File: src/rtl/cofi_multi.sv
// cofi_multi: selectable horizontal blending filter (bypass, 2-tap, 1-2-1, 3:1) with one-pixel lookahead.
module cofi_multi #(
  parameter int VIDEO_DEPTH = 8,
  parameter bit BLANK_ZERO  = 1'b1
) (
  input  logic                   clk,
  input  logic                   reset,
  input  logic                   pix_ce,
  input  logic [1:0]             mode,
  input  logic                   hblank,
  input  logic                   vblank,
  input  logic                   hs,
  input  logic                   vs,
  input  logic [VIDEO_DEPTH-1:0] red,
  input  logic [VIDEO_DEPTH-1:0] green,
  input  logic [VIDEO_DEPTH-1:0] blue,
  output logic                   hblank_out,
  output logic                   vblank_out,
  output logic                   hs_out,
  output logic                   vs_out,
  output logic [VIDEO_DEPTH-1:0] red_out,
  output logic [VIDEO_DEPTH-1:0] green_out,
  output logic [VIDEO_DEPTH-1:0] blue_out
);
  localparam int W = VIDEO_DEPTH + 2;
  logic [VIDEO_DEPTH-1:0] in_px  [3];
  logic [VIDEO_DEPTH-1:0] out_px [3];
  logic       prv_hb, cur_hb, cur_vb, cur_hs, cur_vs, blank_z;
  logic [1:0] mode_act;
  assign in_px[0]  = red;
  assign in_px[1]  = green;
  assign in_px[2]  = blue;
  assign red_out   = out_px[0];
  assign green_out = out_px[1];
  assign blue_out  = out_px[2];
  assign blank_z   = BLANK_ZERO && (cur_hb || cur_vb);
  // cur_vb doubles as the previous-vblank register for mode latching
  always_ff @(posedge clk) begin
    if (reset) begin
      prv_hb     <= 1'b1;
      cur_hb     <= 1'b1;
      cur_vb     <= 1'b0;
      cur_hs     <= 1'b0;
      cur_vs     <= 1'b0;
      mode_act   <= 2'd0;
      hblank_out <= 1'b0;
      vblank_out <= 1'b0;
      hs_out     <= 1'b0;
      vs_out     <= 1'b0;
    end else if (pix_ce) begin
      prv_hb     <= cur_hb;
      cur_hb     <= hblank;
      cur_vb     <= vblank;
      cur_hs     <= hs;
      cur_vs     <= vs;
      mode_act   <= (vblank && !cur_vb) ? mode : mode_act;
      hblank_out <= cur_hb;
      vblank_out <= cur_vb;
      hs_out     <= cur_hs;
      vs_out     <= cur_vs;
    end
  end
  for (genvar i = 0; i < 3; i++) begin : g_ch
    logic [VIDEO_DEPTH-1:0] prv_px, cur_px, o;
    logic [W-1:0]           p, c, n, s;
    always_comb begin
      c = W'(cur_px);
      p = prv_hb ? c : W'(prv_px);
      n = hblank ? c : W'(in_px[i]);
      s = mode_act == 2'd1 ? (p + c + W'(1)) >> 1 :
          mode_act == 2'd2 ? (p + (c << 1) + n + W'(2)) >> 2 :
          mode_act == 2'd3 ? (p + (c << 1) + c + W'(2)) >> 2 : c;
    end
    always_ff @(posedge clk) begin
      if (reset) begin
        prv_px <= '0;
        cur_px <= '0;
        o      <= '0;
      end else if (pix_ce) begin
        prv_px <= cur_px;
        cur_px <= in_px[i];
        o      <= blank_z ? '0 : cur_hb ? cur_px :
                  |s[W-1:VIDEO_DEPTH] ? '1 : s[VIDEO_DEPTH-1:0];
      end
    end
    assign out_px[i] = o;
  end
endmodule
File: config.mk
export PLATFORM = sky130hd
export DESIGN_NAME = cofi_multi
export DESIGN_NICKNAME = d
export VERILOG_FILES = /design/src/rtl/cofi_multi.sv
export SDC_FILE = /design/constraint.sdc
export NUM_CORES = 1
export LEC_CHECK = 0
export BUFFER_PORTS_ARGS = -buffer_cell sky130_fd_sc_hd__buf_2
export CORE_ASPECT_RATIO = 0.7
export CORE_MARGIN = 5
export CORE_UTILIZATION = 30
export CTS_BUF_LIST = sky130_fd_sc_hd__clkbuf_4
export CTS_CLUSTER_DIAMETER = 80
export DETAILED_ROUTE_END_ITERATION = 12
export PLACE_DENSITY = 0.46
export SYNTH_ARGS = -nofsm -noshare
export SYNTH_HDL_FRONTEND = slang
export SYNTH_SLANG_ARGS = --single-unit
File: constraint.sdc
create_clock -name clk -period 6.75 [get_ports clk]
set_input_delay 1.35 -clock clk [delete_from_list [all_inputs] [get_ports clk]]
set_output_delay 1.35 -clock clk [all_outputs]
set_load 0.01 [all_outputs]
==> key figures <==
Place
  • Area post-placement: 8910 um^2
  • GPL Wtd Cong: 0.834
  • Post-DP HPWL: 18500 um
  • PortBufs: 60

Yosys
  • Synth warn: 0
  • Fraction of synthesis flops using an asynchronous set or reset pin: 0
  • Synth cell types: 67
  • Post-synthesis sequential area ratio: 0.202
  • Post-synthesis net count: 1098
  • Synth Cell Area: 8210 um^2
  • Post-synthesis register bit count: 83
  • Post-Synthesis Cells: 927
  • Main synth FF type: dfxtp_1
  • Mapped Avg Cell Area: 8.85 um^2
  • EDFF count, synth: 0

Die
  • Chip height: 148 um
  • Row Count: 50
  • Io pins: 61
  • Die X: 208 um
  • Die ar.: 30800 um^2
  • Core region area: 26800 um^2
  • Initial Utilization: 0.306

Route
  • WL final: 24200 um
  • Vias/cell: 5.13
  • DRT Pass-1 Iters: 4
  • # DRC: 0
  • WL/cell: 18.0 um
  • Final ANT Viol Nets: 0
  • DRT iter0 DRCs: 349
  • DR vias: 6895

Power and ir drop
  • Lkg Pwr: 4.26 nW
  • VDD IR max: 0.0650 mV
  • Total power per unit cell area: 175 nW/um^2
  • Design Power: 1.59 mW

Cells and area
  • Finished Cell Area: 9100 um^2
  • Layout cells sized above 1: 0.149
  • Area Overhead vs Synth: 10.9%
  • Final nets: 1145
  • Fin util: 0.339

Clock network
  • Hold_buf cts: 0
  • H-tree depth: 3
  • Post-CTS Setup Inserts: 0
  • CTS root buffer: clkbuf_4
  • CTS max path bufs: 2
  • Clock Pin Slew Worst Setup and Hold Paths: 160 ps
  • CTS tree: yes
  • Num CTS Buffers: 9
  • Clk sink count: 83
  • Cts repair resizes: 0
  • Clk_lat worst skew: 500 ps

Worst setup path
  • Worst path arrival time: 5380 ps
  • Worst Setup End Kind: flop
  • Reg-to-Reg End: red_out[7]
  • Setup CP Type: flop to flop
  • Max FO, Critical Path: 22
  • Reg2Reg Depth: 16
  • Critical path startpoint category: flop
  • Reg2reg setup slack: 1760 ps
  • R2r startpoint: prv_hb
  • Critical Path RT: 7130 ps

Job
  • MaxCap Viol Count: 0

Timing
  • Fin. max-slew vios: 0
  • Setup TNS: 0 ps
  • Clock Skew: 26.1 ps
  • Final setup fails: 0
  • Tmin final: 4990 ps
  • Final Hold Fails: 0
  • Rel. slew slack: 0.453
  • Max Freq: 200 MHz
  • Tightest Pin Transition: 820 ps
  • RSZ-0062 raised after global routing: false
  • Final Cycle Share: 0.740

GRT
  • Met1 global-route usage: 0.245
  • Vias in the first global route: 6679
  • Largest net degree at the start of global routing: 57
  • Antenna violations before repair: 2
  • Grt peak-use layer: met1
  • GRT Resource Usage Total: 0.156
  • M3 GR Usage: 0.0327
  • First-pass GRT wire length: 38600 um
  • Total gr overflow: 0
  • Met2 GRT Util: 0.220

Hold path
  • Min-Delay Path Depth: 2
  • Hold_sp: hblank_out
  • HP Class: flop to flop
  • WHS Endpoint: hblank_out

Run status
  • Outcome: finished, final reports clean
==> cell type report <==
cell class / instances / area, um^2
Fill cell: 2808 / 17700
Multi-Input combinational cell: 776 / 6280
Sequential cell: 83 / 1660
Tap cell: 364 / 455
Timing Repair Buffer: 70 / 378
Inverter: 34 / 128
Clock inverter: 6 / 114
Clock buffer: 10 / 75.1
Antenna cell: 2 / 5.00
==> synth_stat cells, drive strengths merged (3+ instances only) <==
cell / number / area [um^2]
a22o: 3 / 26.3
o31a: 4 / 35.0
o21ai: 37 / 185
or3: 4 / 25.0
ha: 126 / 1580
nor3: 22 / 110
dfxtp: 83 / 1660
mux4: 9 / 203
a21oi: 52 / 260
o22ai: 8 / 50.1
a211oi: 9 / 67.6
a22oi: 10 / 75.1
a32oi: 6 / 52.6
nor2: 120 / 453
a31oi: 5 / 31.3
nand3b: 4 / 30.0
o21bai: 3 / 22.5
a2111oi: 6 / 96.3
o221ai: 4 / 41.3
o41ai: 7 / 68.8
nor4b: 3 / 26.3
nand3: 7 / 35.0
xor2: 24 / 210
fa: 12 / 240
clkbuf: 18 / 67.6
o211ai: 8 / 60.1
buf: 16 / 72.6
mux2i: 68 / 681
a211o: 5 / 43.8
xnor2: 27 / 236
o21a: 18 / 135
nor4: 6 / 37.5
nor3b: 3 / 22.5
nand2: 42 / 158
a21o: 17 / 128
nor2b: 14 / 87.6
nand2b: 17 / 106
inv: 33 / 124
mux2: 38 / 428
o31ai: 4 / 30.0
==> flip-flops by register name, indices dropped and copies added (netlist names) <==
signal / flops
hs_out: 1
cur_vb: 1
prv_hb: 1
mode_act: 2
g_ch.cur_px: 24
g_ch.prv_px: 24
cur_vs: 1
vs_out: 1
red_out: 8
cur_hs: 1
blue_out: 8
cur_hb: 1
vblank_out: 1
green_out: 8
hblank_out: 1
==> layer usage <==
layer  part of all wire  vias up  routed length, um
li1                   -     3530                  -
met1               0.55     3200              13400
met5            0.00029        -                  7
met2               0.39      143               9500
met4              0.011        2                269
met3              0.045       20               1090
==> cell usage in the layout, fill, tap and decap left out, types with 5 or more instances in the layout <==
| cell | netlist | final |
|---|---|---|
| ha_1 | 126 | 126 |
| nor2_1 | 119 | 119 |
| dfxtp_1 | 83 | 82 |
| mux2i_1 | 68 | 68 |
| buf_2 | 4 | 59 |
| a21oi_1 | 52 | 52 |
| nand2_1 | 42 | 42 |
| mux2_2 | 38 | 38 |
| o21ai_0 | 36 | 36 |
| inv_1 | 33 | 33 |
| xnor2_1 | 27 | 27 |
| xor2_1 | 24 | 24 |
| nor3_1 | 22 | 22 |
| o21a_1 | 18 | 18 |
| a21o_1 | 17 | 17 |
| nand2b_1 | 17 | 17 |
| nor2b_1 | 14 | 14 |
| fa_1 | 12 | 12 |
| buf_4 | 0 | 11 |
| a22oi_1 | 10 | 10 |
| clkbuf_4 | 0 | 10 |
| a211oi_1 | 9 | 9 |
| mux4_2 | 9 | 9 |
| o22ai_1 | 8 | 8 |
| o211ai_1 | 8 | 8 |
| nand3_1 | 7 | 7 |
| a32oi_1 | 6 | 6 |
| o41ai_1 | 6 | 6 |
| a211o_1 | 5 | 5 |
| nor4_1 | 6 | 5 |
| a31oi_1 | 5 | 5 |
==> worst max-delay path: stages (launching register included) <==
cell and delay [ps]:
dfxtp_1 760, buf_4 430, mux2i_1 320, inv_1 100, ha_1 220, fa_1 410, a21oi_1 180, o21ai_0 140
o21a_1 200, o21a_1 200, nor2_1 200, ha_1 280, ha_1 350, o41ai_1 490, a311o_1 200, o211ai_1 120
a32o_1 260
==> per-stage QoR <==
| stage | setup slack [ps] | hold WS, ps | cells |
|---|---|---|---|
| floorplan | 2340 | 456 | 927 |
| global placement | 1890 | 454 | 1327 |
| detailed placement | 1810 | 453 | 1327 |
| CTS | 1770 | 478 | 1343 |
| global route | 1430 | 514 | 1345 |
| finish | 1760 | 479 | 1345 |
==> power breakdown <==
group          leakage, nW  switching [mW]  internal, mW
clock network       0.0928           0.205         0.192
logic                 3.49           0.365         0.287
registers            0.678          0.0306         0.509
==> logic make-up (layout without fill, tap and decap cells) <==
family                     after synthesis  after routing  share of synthesized area
and+or+nand+nor                        252            252                      0.142
muxes                                  115            115                      0.160
buffers and inverters                   68            120                     0.0326
adders and majority gates              138            138                      0.221
DFF                                     83             83                      0.202
xor gates and xnor gates                51             51                     0.0544
AOI/OAI and AO/OA                      220            220                      0.187
other                                    0              2                          0
==> how the worst max path moves through the flow <==
stage                start  slack [ps]  depth (start not counted)           to
floorplan           hblank        2340                         11  blue_out[5]
global placement    prv_hb        1890                         19   red_out[7]
detailed placement  prv_hb        1810                         16   red_out[7]
CTS                 prv_hb        1770                         16   red_out[7]
global route        prv_hb        1430                         17   red_out[7]
finish              prv_hb        1760                         16   red_out[7]
Note: power is estimated with default switching activity, not from simulation.
